## config.mk

```make
export PLATFORM = sky130hd
export DESIGN_NAME = hazard_unit
export DESIGN_NICKNAME = d
export VERILOG_FILES = /design/src/rtl/hazard_unit.sv
export SDC_FILE = /design/constraint.sdc
export NUM_CORES = 1
export LEC_CHECK = 0
export ABC_AREA = 1
export CAP_MARGIN = 10
export CORE_MARGIN = 5
export CORE_UTILIZATION = 35
export DETAILED_ROUTE_END_ITERATION = 10
export GPL_TIMING_DRIVEN = 0
export REMOVE_ABC_BUFFERS = 1
export SLEW_MARGIN = 5
export SYNTH_ARGS = -nofsm -noshare
export SYNTH_HDL_FRONTEND = slang
export SYNTH_SLANG_ARGS = --single-unit
```

## constraint.sdc

```tcl
create_clock -name CLK -period 2.19 [get_ports CLK]
set_clock_uncertainty 0.1 [all_clocks]
set_input_delay 0.657 -clock CLK [delete_from_list [all_inputs] [get_ports CLK]]
set_output_delay 0.657 -clock CLK [all_outputs]
set_load 0.05 [all_outputs]
```

## src/rtl/hazard_unit.sv

```systemverilog
// Pipeline sequencing controller for the 5-stage CPU.
// Generates the PC and pipeline-latch enable/flush controls from the hazard
// inputs and a small RUN/DWAIT/DRAIN/HALTED FSM. It also keeps cycle, stall
// and flush performance counters.
//
// Control semantics: every _en and _flush output is a same-cycle combinational
// command that the latch samples on the next rising CLK edge. When a latch sees
// both its _flush and its _en, the flush wins and the latch loads a bubble.
// While nRST is low, every control is held at 0.
module hazard_unit #(
    parameter int CNTW = 32
) (
    input  logic            CLK,
    input  logic            nRST,
    input  logic            ihit,
    input  logic            dhit,
    input  logic            mem_dren,
    input  logic            mem_dwen,
    input  logic            mem_halt,
    input  logic            ex_memread,
    input  logic [4:0]      ex_rd,
    input  logic [4:0]      id_rs,
    input  logic [4:0]      id_rt,
    input  logic            id_uses_rt,
    input  logic            ex_redirect,
    output logic            pc_en,
    output logic            ifid_en,
    output logic            idex_en,
    output logic            exmem_en,
    output logic            memwb_en,
    output logic            ifid_flush,
    output logic            idex_flush,
    output logic            exmem_flush,
    output logic            halt,
    output logic [1:0]      state,
    output logic [CNTW-1:0] cyc_cnt,
    output logic [CNTW-1:0] stall_cnt,
    output logic [CNTW-1:0] flush_cnt
);

    typedef enum logic [1:0] {
        RUN    = 2'd0,
        DWAIT  = 2'd1,
        DRAIN  = 2'd2,
        HALTED = 2'd3
    } state_t;

    localparam logic [CNTW-1:0] CNT_ONE = {{(CNTW-1){1'b0}}, 1'b1};

    state_t cur_state;
    state_t nxt_state;

    logic dreq;
    logic dstall;
    logic loaduse;
    logic run_like;

    // Raw (ungated) controls chosen by the FSM and the priority rules.
    logic pc_en_c;
    logic ifid_en_c;
    logic idex_en_c;
    logic exmem_en_c;
    logic memwb_en_c;
    logic ifid_flush_c;
    logic idex_flush_c;
    logic exmem_flush_c;

    // A load in EX feeding rs (or rt, when ID actually reads it) needs one bubble.
    assign dreq     = mem_dren | mem_dwen;
    assign dstall   = dreq & ~dhit;
    assign loaduse  = ex_memread & (ex_rd != 5'd0) &
                      ((ex_rd == id_rs) | (id_uses_rt & (ex_rd == id_rt)));
    assign run_like = (cur_state == RUN) || (cur_state == DWAIT);

    // State register; reset drops straight back to RUN from any state.
    always_ff @(posedge CLK or negedge nRST) begin
        if (!nRST) begin
            cur_state <= RUN;
        end else begin
            cur_state <= nxt_state;
        end
    end

    // Next-state and control selection: data stall first, then redirect,
    // fetch miss, load-use, and finally a normal advance.
    always_comb begin
        nxt_state     = cur_state;
        pc_en_c       = 1'b0;
        ifid_en_c     = 1'b0;
        idex_en_c     = 1'b0;
        exmem_en_c    = 1'b0;
        memwb_en_c    = 1'b0;
        ifid_flush_c  = 1'b0;
        idex_flush_c  = 1'b0;
        exmem_flush_c = 1'b0;
        case (cur_state)
            RUN, DWAIT: begin
                if (dstall) begin
                    // Whole pipe frozen; a HALT in MEM waits for the access to finish.
                    nxt_state = DWAIT;
                end else begin
                    nxt_state = mem_halt ? DRAIN : RUN;
                    if (ex_redirect) begin
                        // The in-flight fetch is discarded even if it has not completed.
                        pc_en_c      = 1'b1;
                        ifid_flush_c = 1'b1;
                        idex_flush_c = 1'b1;
                        exmem_en_c   = 1'b1;
                        memwb_en_c   = 1'b1;
                    end else if (!ihit || loaduse) begin
                        idex_flush_c = 1'b1;
                        exmem_en_c   = 1'b1;
                        memwb_en_c   = 1'b1;
                    end else begin
                        pc_en_c    = 1'b1;
                        ifid_en_c  = 1'b1;
                        idex_en_c  = 1'b1;
                        exmem_en_c = 1'b1;
                        memwb_en_c = 1'b1;
                    end
                end
            end
            DRAIN: begin
                // Let the HALT retire into MEM/WB and squash everything behind it.
                memwb_en_c    = 1'b1;
                exmem_flush_c = 1'b1;
                idex_flush_c  = 1'b1;
                ifid_flush_c  = 1'b1;
                nxt_state     = HALTED;
            end
            default: begin
                nxt_state = HALTED;
            end
        endcase
    end

    // Controls are forced low while reset is asserted.
    assign pc_en       = nRST & pc_en_c;
    assign ifid_en     = nRST & ifid_en_c;
    assign idex_en     = nRST & idex_en_c;
    assign exmem_en    = nRST & exmem_en_c;
    assign memwb_en    = nRST & memwb_en_c;
    assign ifid_flush  = nRST & ifid_flush_c;
    assign idex_flush  = nRST & idex_flush_c;
    assign exmem_flush = nRST & exmem_flush_c;
    assign state       = cur_state;

    // Halt flag rises on the edge that enters HALTED and stays until reset.
    always_ff @(posedge CLK or negedge nRST) begin
        if (!nRST) begin
            halt <= 1'b0;
        end else if (nxt_state == HALTED) begin
            halt <= 1'b1;
        end
    end

    // Performance counters wrap naturally and freeze once halted.
    // A stall cycle is any RUN/DWAIT cycle where the PC holds; a redirect
    // always loads the PC, so it is never counted as a stall.
    always_ff @(posedge CLK or negedge nRST) begin
        if (!nRST) begin
            cyc_cnt   <= '0;
            stall_cnt <= '0;
            flush_cnt <= '0;
        end else begin
            if (cur_state != HALTED) begin
                cyc_cnt <= cyc_cnt + CNT_ONE;
            end
            if (run_like && !pc_en_c) begin
                stall_cnt <= stall_cnt + CNT_ONE;
            end
            if (run_like && ex_redirect && !dstall) begin
                flush_cnt <= flush_cnt + CNT_ONE;
            end
        end
    end

endmodule

```

# Word level (Yosys, flattened, before mapping)
# Index checks and enable logic that the tools add are counted.
[op_classes]
add_sub_neg = 3
eq_ne = 6
muxes = 21
n_bitwise = 14
reduce_logical = 11
[op_table]
columns = ["op", "count"]
rows = [
  ["adder 32 x 1 -> 32 bit, second input constant", 3],
  ["2-to-1 mux 1 bit", 15],
  ["bitwise AND 1 bit", 11],
  ["== test 5 bit", 2],
  ["2-to-1 mux 2 bit", 3],
  ["case mux 1 bit (2 select lines)", 3],
  ["nonzero test 5 bit", 1],
  ["== test 2 bit, second input constant", 2],
  ["logical AND 1 bit", 3],
  ["zero test 1 bit", 3],
  ["== test 2 x 1 -> 1 bit, second input constant", 1],
  ["zero test 2 bit", 1],
  ["logical OR 1 bit", 2],
  ["!= test 2 bit, second input constant", 1],
  ["OR 1 bit", 2],
  ["OR reduction 2 bit", 1],
  ["inverter 1 bit", 1],
]
[totals]
reg_bits = 99
input_bits = 25
output_inout_bits = 107

# Longest topological paths before layout
# Gate-level depths: netlist of the first run.
[depth]
depth_word = 11
ltp_mapped = 15
ltp_nobuf = 13

# Least setup slack after synthesis of the first run
# Ideal clock, no wire load.
[synth_timing]
kind = "input-to-output"
start = "input mem_dwen"
end = "output ifid_en"
arrival_ns = 3.345
slack_ns = -1.912
stages = 6
n_path_buf = 1
path_cell_list = "o21bai_4 -> nand2_1 -> nor2_1 -> inv_1 -> nor3_1 -> buf_4"
[synth_between]
elab_chain_cells = 5
[synth_rtl]
columns = ["element", "line_no", "text"]
rows = [
  ["start: declaration", "18", "input logic mem_dwen,"],
  ["OR 1 bit", "69", "assign dreq = mem_dren | mem_dwen;"],
  ["bitwise AND 1 bit", "70", "assign dstall = dreq & ~dhit;"],
  ["2-to-1 mux 1 bit (2 in a row)", "-", ""],
  ["bitwise AND 1 bit", "-", ""],
  ["end: declaration", "27", "output logic ifid_en,"],
]
# Every way passes these cells.

# Final worst setup path of the first run
[layout_timing]
start = "input ex_rd[2]"
end = "output idex_en"
[layout_between]
elab_chain_cells = 10
elab_cells_between_ends = 13
cone_classes = "eq/ne: 2; mux: 4; bitwise: 5; reduce/logical: 2"
[layout_rtl]
columns = ["element", "line_no", "text"]
rows = [
  ["start: declaration", "21", "input logic [4:0] ex_rd,"],
  ["== test 5 bit", "72", "((ex_rd == id_rs) | (id_uses_rt & (ex_rd == id_rt)));"],
  ["bitwise AND 1 bit", "72", ""],
  ["OR 1 bit", "72", ""],
  ["bitwise AND 1 bit *", "71", "assign loaduse = ex_memread & (ex_rd != 5'd0) &"],
  ["logical OR 1 bit *", "110", "end else if (!ihit || loaduse) begin"],
  ["2-to-1 mux 1 bit *", "110", ""],
  ["2-to-1 mux 1 bit *", "103", "if (ex_redirect) begin"],
  ["2-to-1 mux 1 bit *", "98", "if (dstall) begin"],
  ["2-to-1 mux 1 bit *", "96", "case (cur_state)"],
  ["bitwise AND 1 bit *", "140", "assign idex_en = nRST & idex_en_c;"],
  ["end: declaration", "28", "output logic idex_en,"],
]
# Every way passes the cells marked *; elsewhere a longest branch is shown, timed or not.

==> results, run 1 <==
- Clock tree synthesis selected as its root buffer the cell sky130_fd_sc_hd__clkbuf_16.
- In this run the critical register-to-register path is launched from state[1].
- Leaving out fill and tap cells, the most frequent cells in the layout are sky130_fd_sc_hd__nand2_1, sky130_fd_sc_hd__dfrtp_1, sky130_fd_sc_hd__dlygate4sd2_1.
- The routing usage on met2 is 26.4%.
- The via count of the first global-routing pass was 5109.
- The count of final setup violators is 5.
- Buffers inserted during clock tree synthesis total 9.
- The sequential fraction of the synthesis area is 42.3%.
- The completed layout was analyzed and its total power is 3.65 mW.
- Cells with a size suffix above 1 make up 14.6% of the layout.
- The area inside the core boundary is 16500 um^2.
- In the global route stage, met1 resource usage came out at 21.8%.
- After clock tree synthesis, the clock-pin slew on the worst setup and hold paths is 70 ps.
- The number of hold buffers added after CTS is 0.
- The period utilization is 112%.
- The overall overflow remaining after global route is 0.
- For the finished layout, the period the worst path requires is 2460 ps.
- STA classifies the critical path startpoint as a primary input.
- After detailed routing, the number of remaining DRC violations is 0.
- The commonest non-fill, non-tap cell in the layout is sky130_fd_sc_hd__nand2_1.
- After detailed routing, the total wire length is 16000 um.
- The transition at the pin with the smallest max-transition slack is 529 ps.
- For the worst setup path, the data arrival time is 1700 ps.
- For this run, the detailed router's first-pass iteration total came to 5.
- The relative contribution of combinational cells to total power is 8.2%.
- The floorplan step defined a die boundary enclosing 19400 um^2.
- The checks that failed: setup timing.
- The power per unit of standard cell area is 453 nW/um^2.
- The analysis attributes to cell leakage a power of 4.23 nW.
- For this design the top-level I/O count stands at 132.
- The combined area of all synthesized cells is 5850 um^2.
- The startpoint of the most critical setup path is ex_rd[2].
- The number of pins exceeding their max-slew limit in the final report is 0.
- The layer carrying the most global-route usage is met2.
- The worst min-delay path class is primary input to async pin.
- Of the post-synthesis cell area, the dominant cell type holds 42.3%.
- Summed over all nets, the switching power comes to 0.920 mW.
- Averaged over all synthesized cells, the footprint is 7.55 um^2.
- Synthesis inferred 99 register bits.
- After synthesis, the cell types taking the most area are sky130_fd_sc_hd__dfrtp_1, sky130_fd_sc_hd__nand2_1, sky130_fd_sc_hd__xor2_1, sky130_fd_sc_hd__inv_1, sky130_fd_sc_hd__nand3_1.
- Leaving out filler cells and counting taps, the final layout contains 1162.
- The cell count after placement is 1116.
- Once routing completed, OpenROAD measured the worst setup slack at -269 ps.
- The met3 demand-to-capacity share in global routing is 3.09%.
- The y dimension of the die is 139 um.
- Based on the critical path, the design can be clocked at up to 407 MHz.
- Of all nets on the critical path, the largest fanout is 3.
- The pin count of the biggest net entering global routing is 48.
- The die is 139 um wide.
- The number of input and output port buffers inserted is 131.
- The worst-case IR drop observed on VDD is 0.000344 V.
- The number of H-tree levels is 3.
- The clock tree from TritonCTS is yes.
- The worst register-to-register path has a depth of 9.
- The longest clock path from root to sink contains 2 buffers.
- The remaining antenna violation count after routing is 0.
- The area overhead of the layout relative to synthesis is 37.6%.
- In the routed layout, each cell is associated on average with a via count of 4.62.
- The global-route usage over all layers is 16.2%.
- Measured against its own limit, the worst slew margin works out to 64.9%.
- Across all register-to-register paths, the minimum setup slack is 130 ps.
- Once layout is complete, the utilization of the core stands at 48.9%.
- The end of the worst register-to-register path is cyc_cnt[25].
- The critical path required time is 1430 ps.
- The first global-routing pass estimated 26100 um of wire.
- Dividing the detail-routed wire length by the instance count gives 13.8 um.
- The number of sinks driven by the clock tree is 99.
- The post-synthesis cell count is 775.
- The antenna diode count is 0.
- The sort of element at the end of the critical path is an output pin.
- The net switching share of the total power is 25.2%.
- The number of fill cells in the layout is 1646.
- The share of total power in sequential cells is 50.6%.
- Routability-driven placement finished with a final weighted congestion of 0.833.
- The total via count in the routed design is 5364.
- The final hold violation count is 0.
- The detailed placer's ending HPWL is 11100 um.
- The biggest area contributor in the post-synthesis netlist is sky130_fd_sc_hd__dfrtp_1.
- The insertion delay of the later-clocked pin in the worst-skew pair is 350 ps.
- The internal power of the cells is 2.73 mW.
- The capturing element of the worst setup path is idex_en.
- Setup repair after global routing could not meet its margin everywhere.
- The number of antenna violations at the first check in global routing is 0.
- In the final design database the tool counted 965 nets.
- The total of warnings raised by yosys is 0.
- Once the floorplan was initialized, standard cells occupied 35.5% of the core.
- After the first detailed-routing iteration, the DRC count stood at 298.
- The hold slack is 133 ps.
- The type of the setup path with the least slack is primary input to output pin.
- The row count is 47.
- The number of maximum-capacitance violations is 0.
- The flow ran to the end, but the final reports show violations.
- Yosys mapped the design onto 33 distinct sky130hd cell types.
- The proportion of power drawn by the clock network is 41.2%.
==> cell type report <==
cell class | instances | area (um^2) | area share, %
multi-input cells | 567 | 3070 | 38.2
well taps | 220 | 275 | 3.42
inverters | 100 | 407 | 5.05
clock inverters | 6 | 41.3 | 0.513
repair buffers | 159 | 1550 | 19.2
clock buffers | 10 | 229 | 2.84
flip-flops and latches | 99 | 2480 | 30.8
repair inverters | 1 | 3.75 | 0.0466
==> worst max-delay path: stages <==
cell and delay [ps]:
sky130_fd_sc_hd__buf_8 100, sky130_fd_sc_hd__inv_4 50, sky130_fd_sc_hd__nand2_1 50, sky130_fd_sc_hd__nand2_1 70
sky130_fd_sc_hd__nor2_2 40, sky130_fd_sc_hd__nand3_1 70, sky130_fd_sc_hd__nand2_1 50, sky130_fd_sc_hd__nand2_1 70
sky130_fd_sc_hd__nand2_2 80, sky130_fd_sc_hd__buf_6 130, sky130_fd_sc_hd__nor3_4 150, sky130_fd_sc_hd__buf_6 190
==> cells by family after synthesis <==
kind of cell | synth area share, %
AOI/OAI and AO/OA | 1.35
xor gates and xnor gates | 11.4
and+or+nand+nor | 36.4
adders and majority gates | 0.642
DFF | 42.3
buffers and inverters | 7.87
==> power by group through the flow <==
| stage | registers [mW] | logic, mW | clock network, mW |
|---|---|---|---|
| after floorplan | 1.92 | 0.0719 | 0 |
| after global placement | 1.88 | 0.231 | 0 |
| after detailed placement | 1.88 | 0.238 | 0 |
| after CTS | 1.85 | 0.289 | 1.55 |
| after global routing | 1.85 | 0.331 | 1.62 |
| final | 1.85 | 0.299 | 1.50 |
==> per-layer routing <==
metal | vias up | wire length [um]
met1 | 2485 | 7390
met2 | 128 | 7540
met3 | 13 | 817
met5 | - | 0
met4 | 0 | 251
li1 | 2738 | -
==> how the worst min path moves through the flow <==
stage | from | to | slack [ps]
2_1_floorplan | nRST | cyc_cnt[0] | 260
3_3_place_gp | cyc_cnt[24] | cyc_cnt[24] | 380
3_5_place_dp | cyc_cnt[24] | cyc_cnt[24] | 390
4_1_cts | nRST | cyc_cnt[7] | 120
5_1_grt | nRST | cyc_cnt[7] | 120
6_report | nRST | cyc_cnt[19] | 130
==> timing repair <==
action / in CTS / in global routing
gates resized for setup: 285 / 39
buffers inserted: 13 / 12
endpoints found under the setup margin: 147 / 46
gates cloned: 5 / 2
pin swaps: 27 / 20
==> sequential cells by signal, summed over array words and instances (netlist names) <==
register	flops
cyc_cnt	32
state	2
halt	1
flush_cnt	32
stall_cnt	32
==> Yosys cell counts (all sizes together) <==
cell type  count
and2           2
nor2          90
buf            7
o21ai         11
o21bai         1
or2            1
ha             3
nor3          34
nand4         18
xnor2         23
clkbuf         4
nand3         66
nor3b          1
and3           1
dfrtp         99
nand3b         2
nand2        255
nor4           3
xor2          53
a21oi          1
clkinv         1
inv           99
==> stage by stage <==
stage / setup TNS [ps] / setup slack (ps) / cell area (um^2)
after global routing: -1820 / -384 / 8050
after floorplan: -13420 / -2620 / 5770
final: -1140 / -269 / 8050
after detailed placement: -50690 / -1560 / 7380
after global placement: -439640 / -5050 / 7350
after CTS: -1210 / -298 / 7860
Power figures use the tool's default switching activity.
==> run 2, diff against run 1 <==
==> constraint.sdc (replaced) <==
create_clock -name CLK -period 2.19 [get_ports CLK]
set_clock_uncertainty 0.1 [all_clocks]
set_input_delay 0.657 -clock CLK [delete_from_list [all_inputs] [get_ports CLK]]
set_output_delay 0.657 -clock CLK [all_outputs]
set_load 0.005 [all_outputs]
==> results, run 2 (synthesis results as in run 1) <==
- The flow ran to the end, but the final reports show violations.
- The final reports fail on setup timing.
- The register clock-pin slew on the reported worst setup and hold paths is 70 ps.
- The share of total power dissipated in combinational logic is 7.1%.
- The net switching share of the total power is 24.0%.
- The detailed placer's ending HPWL is 11100 um.
- The area overhead of the layout relative to synthesis is 37.5%.
- The capturing element of the worst setup path is pc_en.
- Max-cap violations in this run came to 0.
- The type of the setup path with the least slack is primary input to output pin.
- The end of the worst register-to-register path is cyc_cnt[15].
- In this run the worst hold path is classified as primary input to async pin.
- The routed wire length is 15500 um.
- The share of total power in sequential cells is 51.3%.
- The initial utilization of the core area, before any placement, comes to 35.5%.
- The library cells used most frequently in the layout, excluding fill and tap cells, are sky130_fd_sc_hd__nand2_1, sky130_fd_sc_hd__clkdlybuf4s50_1, sky130_fd_sc_hd__dfrtp_1.
- Walking the worst path, the cells encountered are buf_8, inv_4, nand2_1, nand2_1, nor2_2, nand3_1, nand2_1, nand2_1, nand2_2, buf_4, a21oi_2, buf_2.
- STA puts the critical path data required time at 1430 ps.
- The number of antenna diodes in the final layout is 0.
- Using the TritonRoute via totals, the vias-per-cell ratio works out to 4.58.
- The post-detailed-placement cell area is 7380 um^2.
- In the routed design, unresolved DRC markers number 0.
- For this run, the detailed router's first-pass iteration total came to 4.
- TritonCTS built the clock tree.
- On the critical path, the stage with the largest delay is an instance of sky130_fd_sc_hd__buf_4.
- The tree is rooted in a sky130_fd_sc_hd__clkbuf_16.
- The number of pins exceeding their max-slew limit in the final report is 0.
- The largest registers in the layout are cyc_cnt: 32 flops, flush_cnt: 32 flops, stall_cnt: 32 flops.
- The row count is 47.
- In the final layout, the multi-input gates occupy 3020 um^2.
- In this run the number of cells on the critical path is 12.
- Summed over all layers, the global routing overflow is 0.
- Once layout is complete, the cells apart from fillers number 1157.
- The internal power of the cells is 2.74 mW.
- The final weighted congestion in routability-driven placement is 0.833.
- After the last flow step, the layout net total stands at 960.
- The number of hold buffers added after CTS is 0.
- The number of antenna violations at the first check in global routing is 0.
- The worst register-to-register path begins at state[1].
- The die outline area is 19400 um^2.
- The peak clock frequency supported by timing is 423 MHz.
- The maximum vdd ir drop is 0.000343 V.
- The insertion delay of the later-clocked pin in the worst-skew pair is 350 ps.
- The final hold violation count is 0.
- The clock buffer count from CTS is 9.
- Setup repair after global routing could not meet its margin everywhere.
- After the first detailed-routing iteration, the DRC count stood at 283.
- Registers take 2480 um^2.
- The number of input and output port buffers inserted is 131.
- The post-route cell area is 8050 um^2.
- Counting every sink on the clock net gives 99.
- In this run the worst path has a maximum fanout of 4.
- The analysis attributes to net switching a power of 0.866 mW.
- The startpoint of the most critical setup path is ex_rd[3].
- The most frequent cell on the critical path is sky130_fd_sc_hd__nand2_1.
- Adding up every negative setup slack in the final design gives -458 ps.
- The routed wire length per instance is 13.4 um.
- The worst setup margin is -173 ps.
- Across every metal layer, demand over resource in global routing totals 16.0%.
- In this run the tightest slew margin relative to its limit is 67.2%.
- In this design, the stage delay of the slowest critical-path cell is 150 ps.
- The number of top-level pins is 132.
- The setup slack after placement is -1260 ps.
- Grouping stages by cell kind, the critical path spends the most delay in simple AND/OR/NAND/NOR gates.
- CTS built an H-tree with a depth of 3.
- STA classifies the critical path startpoint as a primary input.
- The transition at the pin with the smallest max-transition slack is 488 ps.
- For this design the static power due to leakage is 3.80 nW.
- The clock passes through at most 2 buffers.
- STA puts the critical path data arrival time at 1610 ps.
- The count of cells along the worst register-to-register path is 10.
- The count of final setup violators is 4.
- For flop-to-flop paths, the worst setup slack is 100 ps.
- The y dimension of the die is 139 um.
- The remaining antenna violation count after routing is 0.
- The die span in x is 139 um.
- Entering global routing, the biggest net connects 48 pins.
- The proportion of power drawn by the clock network is 41.6%.
- The sort of element at the end of the critical path is an output pin.
- The post-route netlist has 14.5% of its cells at a drive strength greater than 1.
- After detailed placement, the design holds a cell count of 1116.
- The via count of the first global-routing pass is 5079.
- The number of buffers and inverters on the critical path is 4.
- The first-pass GRT wire length is 25800 um.
- Of the available clock period, the critical path in the final layout requires 108%.
- The region available for standard cell placement spans 16500 um^2.
- The commonest non-fill, non-tap cell in the layout is sky130_fd_sc_hd__nand2_1.
- The number of fill cells in the layout is 1627.
- In this run the power density over the cells is 448 nW/um^2.
- The total chip power is 3.60 mW.
- Subtracting the final worst setup slack from the clock period gives 2360 ps.
- Detailed routing inserted a total of 5294 vias.
## run 2: power groups by stage
stage	clock network, mW	registers, mW	logic (mW)
finish	1.50	1.85	0.256
floorplan	0	1.88	0.0719
detailed placement	0	1.88	0.204
global placement	0	1.88	0.197
global route	1.62	1.85	0.288
CTS	1.55	1.85	0.255
## run 2: timing repair
action,in CTS,in global routing
endpoints found under the setup margin,49,40
gates resized for setup,146,32
pin swaps,34,21
gates cloned,5,0
setup buffers,11,10
## run 2: layout make-up
class / instances / share of cell area (%)
Multi-Input combinational cell: 565 / 37.5
Sequential cell: 99 / 30.8
Timing Repair Buffer: 156 / 19.7
Inverter: 100 / 5.07
Tap cell: 220 / 3.42
Clock buffer: 10 / 2.85
Clock inverter: 6 / 0.513
Timing Repair inverter: 1 / 0.0777
## run 2: metal layers
| metal | part of all wire (%) | GRT usage (%) | vias to the layer above |
|---|---|---|---|
| met5 | 0 | 0 | - |
| met4 | 1.8 | 5.30 | 0 |
| met3 | 5.1 | 3.16 | 15 |
| met2 | 47 | 26.1 | 113 |
| met1 | 46 | 21.5 | 2434 |
| li1 | - | - | 2732 |
## run 2: through the flow
step	util, %	hold WS [ps]
finish	48.9	133
global route	48.9	124
CTS	47.9	122
detailed placement	44.8	389
global placement	44.7	384
floorplan	-	261
## run 2: worst min-delay path by stage
stage / start / end / slack, ps / cells past startpoint
5_1_grt: nRST / cyc_cnt[7] / 120 / 1
2_1_floorplan: nRST / cyc_cnt[0] / 260 / 0
6_report: nRST / cyc_cnt[19] / 130 / 1
3_3_place_gp: cyc_cnt[24] / cyc_cnt[24] / 380 / 1
3_5_place_dp: cyc_cnt[24] / cyc_cnt[24] / 390 / 1
4_1_cts: nRST / cyc_cnt[7] / 120 / 1
==> run 3, diff against run 2 <==
--- a/config.mk
+++ b/config.mk
@@ -10,7 +10,9 @@
 export CORE_MARGIN = 5
 export CORE_UTILIZATION = 35
 export DETAILED_ROUTE_END_ITERATION = 10
+export GPL_ROUTABILITY_DRIVEN = 0
 export GPL_TIMING_DRIVEN = 0
+export PLACE_DENSITY = 0.69
 export REMOVE_ABC_BUFFERS = 1
 export SLEW_MARGIN = 5
 export SYNTH_ARGS = -nofsm -noshare
==> results, run 3 (synthesis results as in run 1) <==
- The number of maximum-capacitance violations is 0.
- The worst setup margin is -134 ps.
- The starting density of the core is 35.5%.
- The post-route cell area is 8050 um^2.
- The checks that failed: setup timing.
- The root buffer cell is sky130_fd_sc_hd__clkbuf_16.
- Measured against its own limit, the worst slew margin works out to 67.8%.
- In the final layout, the share of cells above drive strength 1 is 13.5%.
- The total met2 wirelength after detailed routing is 7580 um.
- The global-route usage over all layers is 16.5%.
- The insertion delay of the later-clocked pin in the worst-skew pair is 350 ps.
- The period utilization is 106%.
- In this run the top signal layer used is met4.
- The library cell used most frequently in the layout, excluding fill and tap cells, is sky130_fd_sc_hd__nand2_1.
- The tightest hold path in the finished design has a slack of 136 ps.
- The clock tree synthesis step divided the H-tree into 3 levels.
- The detailed router placed 5485 vias in this run.
- The net count of the finished layout is 955.
- The number of pins exceeding their max-slew limit in the final report was 0.
- The clock buffer count from CTS is 9.
- The sort of element at the end of the critical path is an output pin.
- The detailed placer's ending HPWL is 11200 um.
- The first global-routing pass estimated 26300 um of wire.
- The register clock-pin slew on the reported worst setup and hold paths is 70 ps.
- The row count is 47.
- The post-detailed-placement cell area is 7380 um^2.
- Data on the critical path is required at its endpoint by 1430 ps.
- The number of antenna violations at the first check in global routing is 0.
- In the routed design, unresolved DRC markers number 0.
- The clock passes through at most 2 buffers.
- The number of violations reported at the end of detailed-routing iteration 0 is 264.
- After detailed routing, the met3 layer carries 927 um of wire.
- The final critical delay including setup and external delays is 2320 ps.
- The critical path is of the primary input to output pin type.
- VDD sags by at most 0.000332 V.
- The maximum fanout encountered on the critical timing path is 4.
- The peak clock frequency supported by timing is 430 MHz.
- The filler cells instantiated in the layout total 1586.
- The pin count of the biggest net entering global routing is 48.
- Setup violations remaining at the end of the flow were counted as 5.
- The die span in x is 139 um.
- Setup repair after global routing could not meet its margin everywhere.
- The via count of the first global-routing pass is 5212.
- In this run the tool buffered the top-level ports with 131 buffer cells.
- The kind of launch point of the worst setup path is a primary input.
- The final hold violation count is 0.
- The clock tree from TritonCTS is yes.
- Summing internal, switching and leakage power gives 3.75 mW.
- The flow ran to the end, but the final reports show violations.
- The multi-input combinational cells in the finished layout cover a total of 3010 um^2.
- The area overhead of the layout relative to synthesis is 37.5%.
- The antenna diode count is 0.
- For this design, the sink count on the clock tree is 99.
- For this run the aggregate overflow at the end of global routing stands at 0.
- The min-delay analysis places its worst path in the category primary input to async pin.
- The transition at the pin with the smallest max-transition slack is 482 ps.
- The number of detailed-route iterations in the first pass is 6.
- The analysis attributes to cell leakage a power of 3.78 nW.
- The largest registers in the layout are cyc_cnt: 32 flops, flush_cnt: 32 flops, stall_cnt: 32 flops.
- Dividing total power by cell area gives a power density of 466 nW/um^2.
- Dividing the detail-routed wire length by the instance count gives 13.6 um.
- The area inside the core boundary is 16500 um^2.
- The detailed router put a total of 6780 um of wire on met1.
- The number of top-level pins is 132.
- The count of nets left with antenna violations once routing finished came out at 0.
- The critical path data arrival time is 1570 ps.
- For this block, the routed nets add up to 15600 um of wire.
- The footprint of the flip-flops and latches is 2480 um^2.
- The floorplan step defined a die boundary enclosing 19400 um^2.
- The post-detailed-route via-to-cell ratio is 4.76.
- The y dimension of the die is 139 um.
- In the layout the commonest cells are sky130_fd_sc_hd__nand2_1, sky130_fd_sc_hd__clkdlybuf4s50_1, sky130_fd_sc_hd__dfrtp_1.
-- run 3: final timing paths --
path,start,to,cells past startpoint,slack (ps)
worst max-delay path,id_rs[3],idex_flush,12,-130
worst min-delay path,nRST,cyc_cnt[24],1,140
worst max register to register,state[1],flush_cnt[21],11,130
worst min register to register,halt,halt,1,390
max in group asynchronous,nRST,cyc_cnt[27],2,930
min in group CLK,halt,halt,1,390
-- run 3: power by group --
| part | leakage [nW] | internal [mW] | switching (mW) |
|---|---|---|---|
| sequential | 1.30 | 1.84 | 0.0126 |
| combinational | 2.33 | 0.126 | 0.132 |
| clock | 0.150 | 0.925 | 0.716 |
-- run 3: layout make-up --
cell class / instances / area share (%)
multi-input cells: 565 / 37.4
clock buffers: 11 / 3.02
flip-flops and latches: 99 / 30.8
clock inverters: 5 / 0.762
well taps: 220 / 3.42
repair inverters: 1 / 0.0777
inverters: 100 / 5.08
repair buffers: 151 / 19.4
-- run 3: metrics by stage --
stage | setup TNS [ps] | worst slack (ps) | instances | util [%]
floorplan | -1310 | -70.5 | 764 | -
global placement | -426860 | -4680 | 1115 | 44.7
global route | -1030 | -289 | 1152 | 48.9
CTS | -512 | -173 | 1147 | 48.0
finish | -484 | -134 | 1152 | 48.9
detailed placement | -47140 | -1260 | 1116 | 44.8
-- run 3: routing by layer --
layer,up-vias,GRT usage [%]
met1,2586,21.1
met2,155,26.9
met4,0,7.52
met3,24,3.22
met5,-,0
li1,2720,-
-- run 3: timing repair --
action                                  CTS  global route
gates resized for setup                 132            40
hold buffers                              1             0
setup buffers                             9             6
endpoints found under the setup margin   49            38
pin swaps                                35            30
gates cloned                              5             0
hold endpoints to repair                  9             0
-- run 3: critical path, cell delays in order --
cell and delay, ps:
sky130_fd_sc_hd__buf_2 100, sky130_fd_sc_hd__inv_2 30, sky130_fd_sc_hd__nand2_2 50, sky130_fd_sc_hd__nand2_1 40, sky130_fd_sc_hd__nor2_1 90, sky130_fd_sc_hd__nand3_1 80
sky130_fd_sc_hd__nand2_1 70, sky130_fd_sc_hd__nand2_1 60, sky130_fd_sc_hd__nand2_2 100, sky130_fd_sc_hd__nor2_1 50, sky130_fd_sc_hd__o21ai_1 110, sky130_fd_sc_hd__buf_2 130
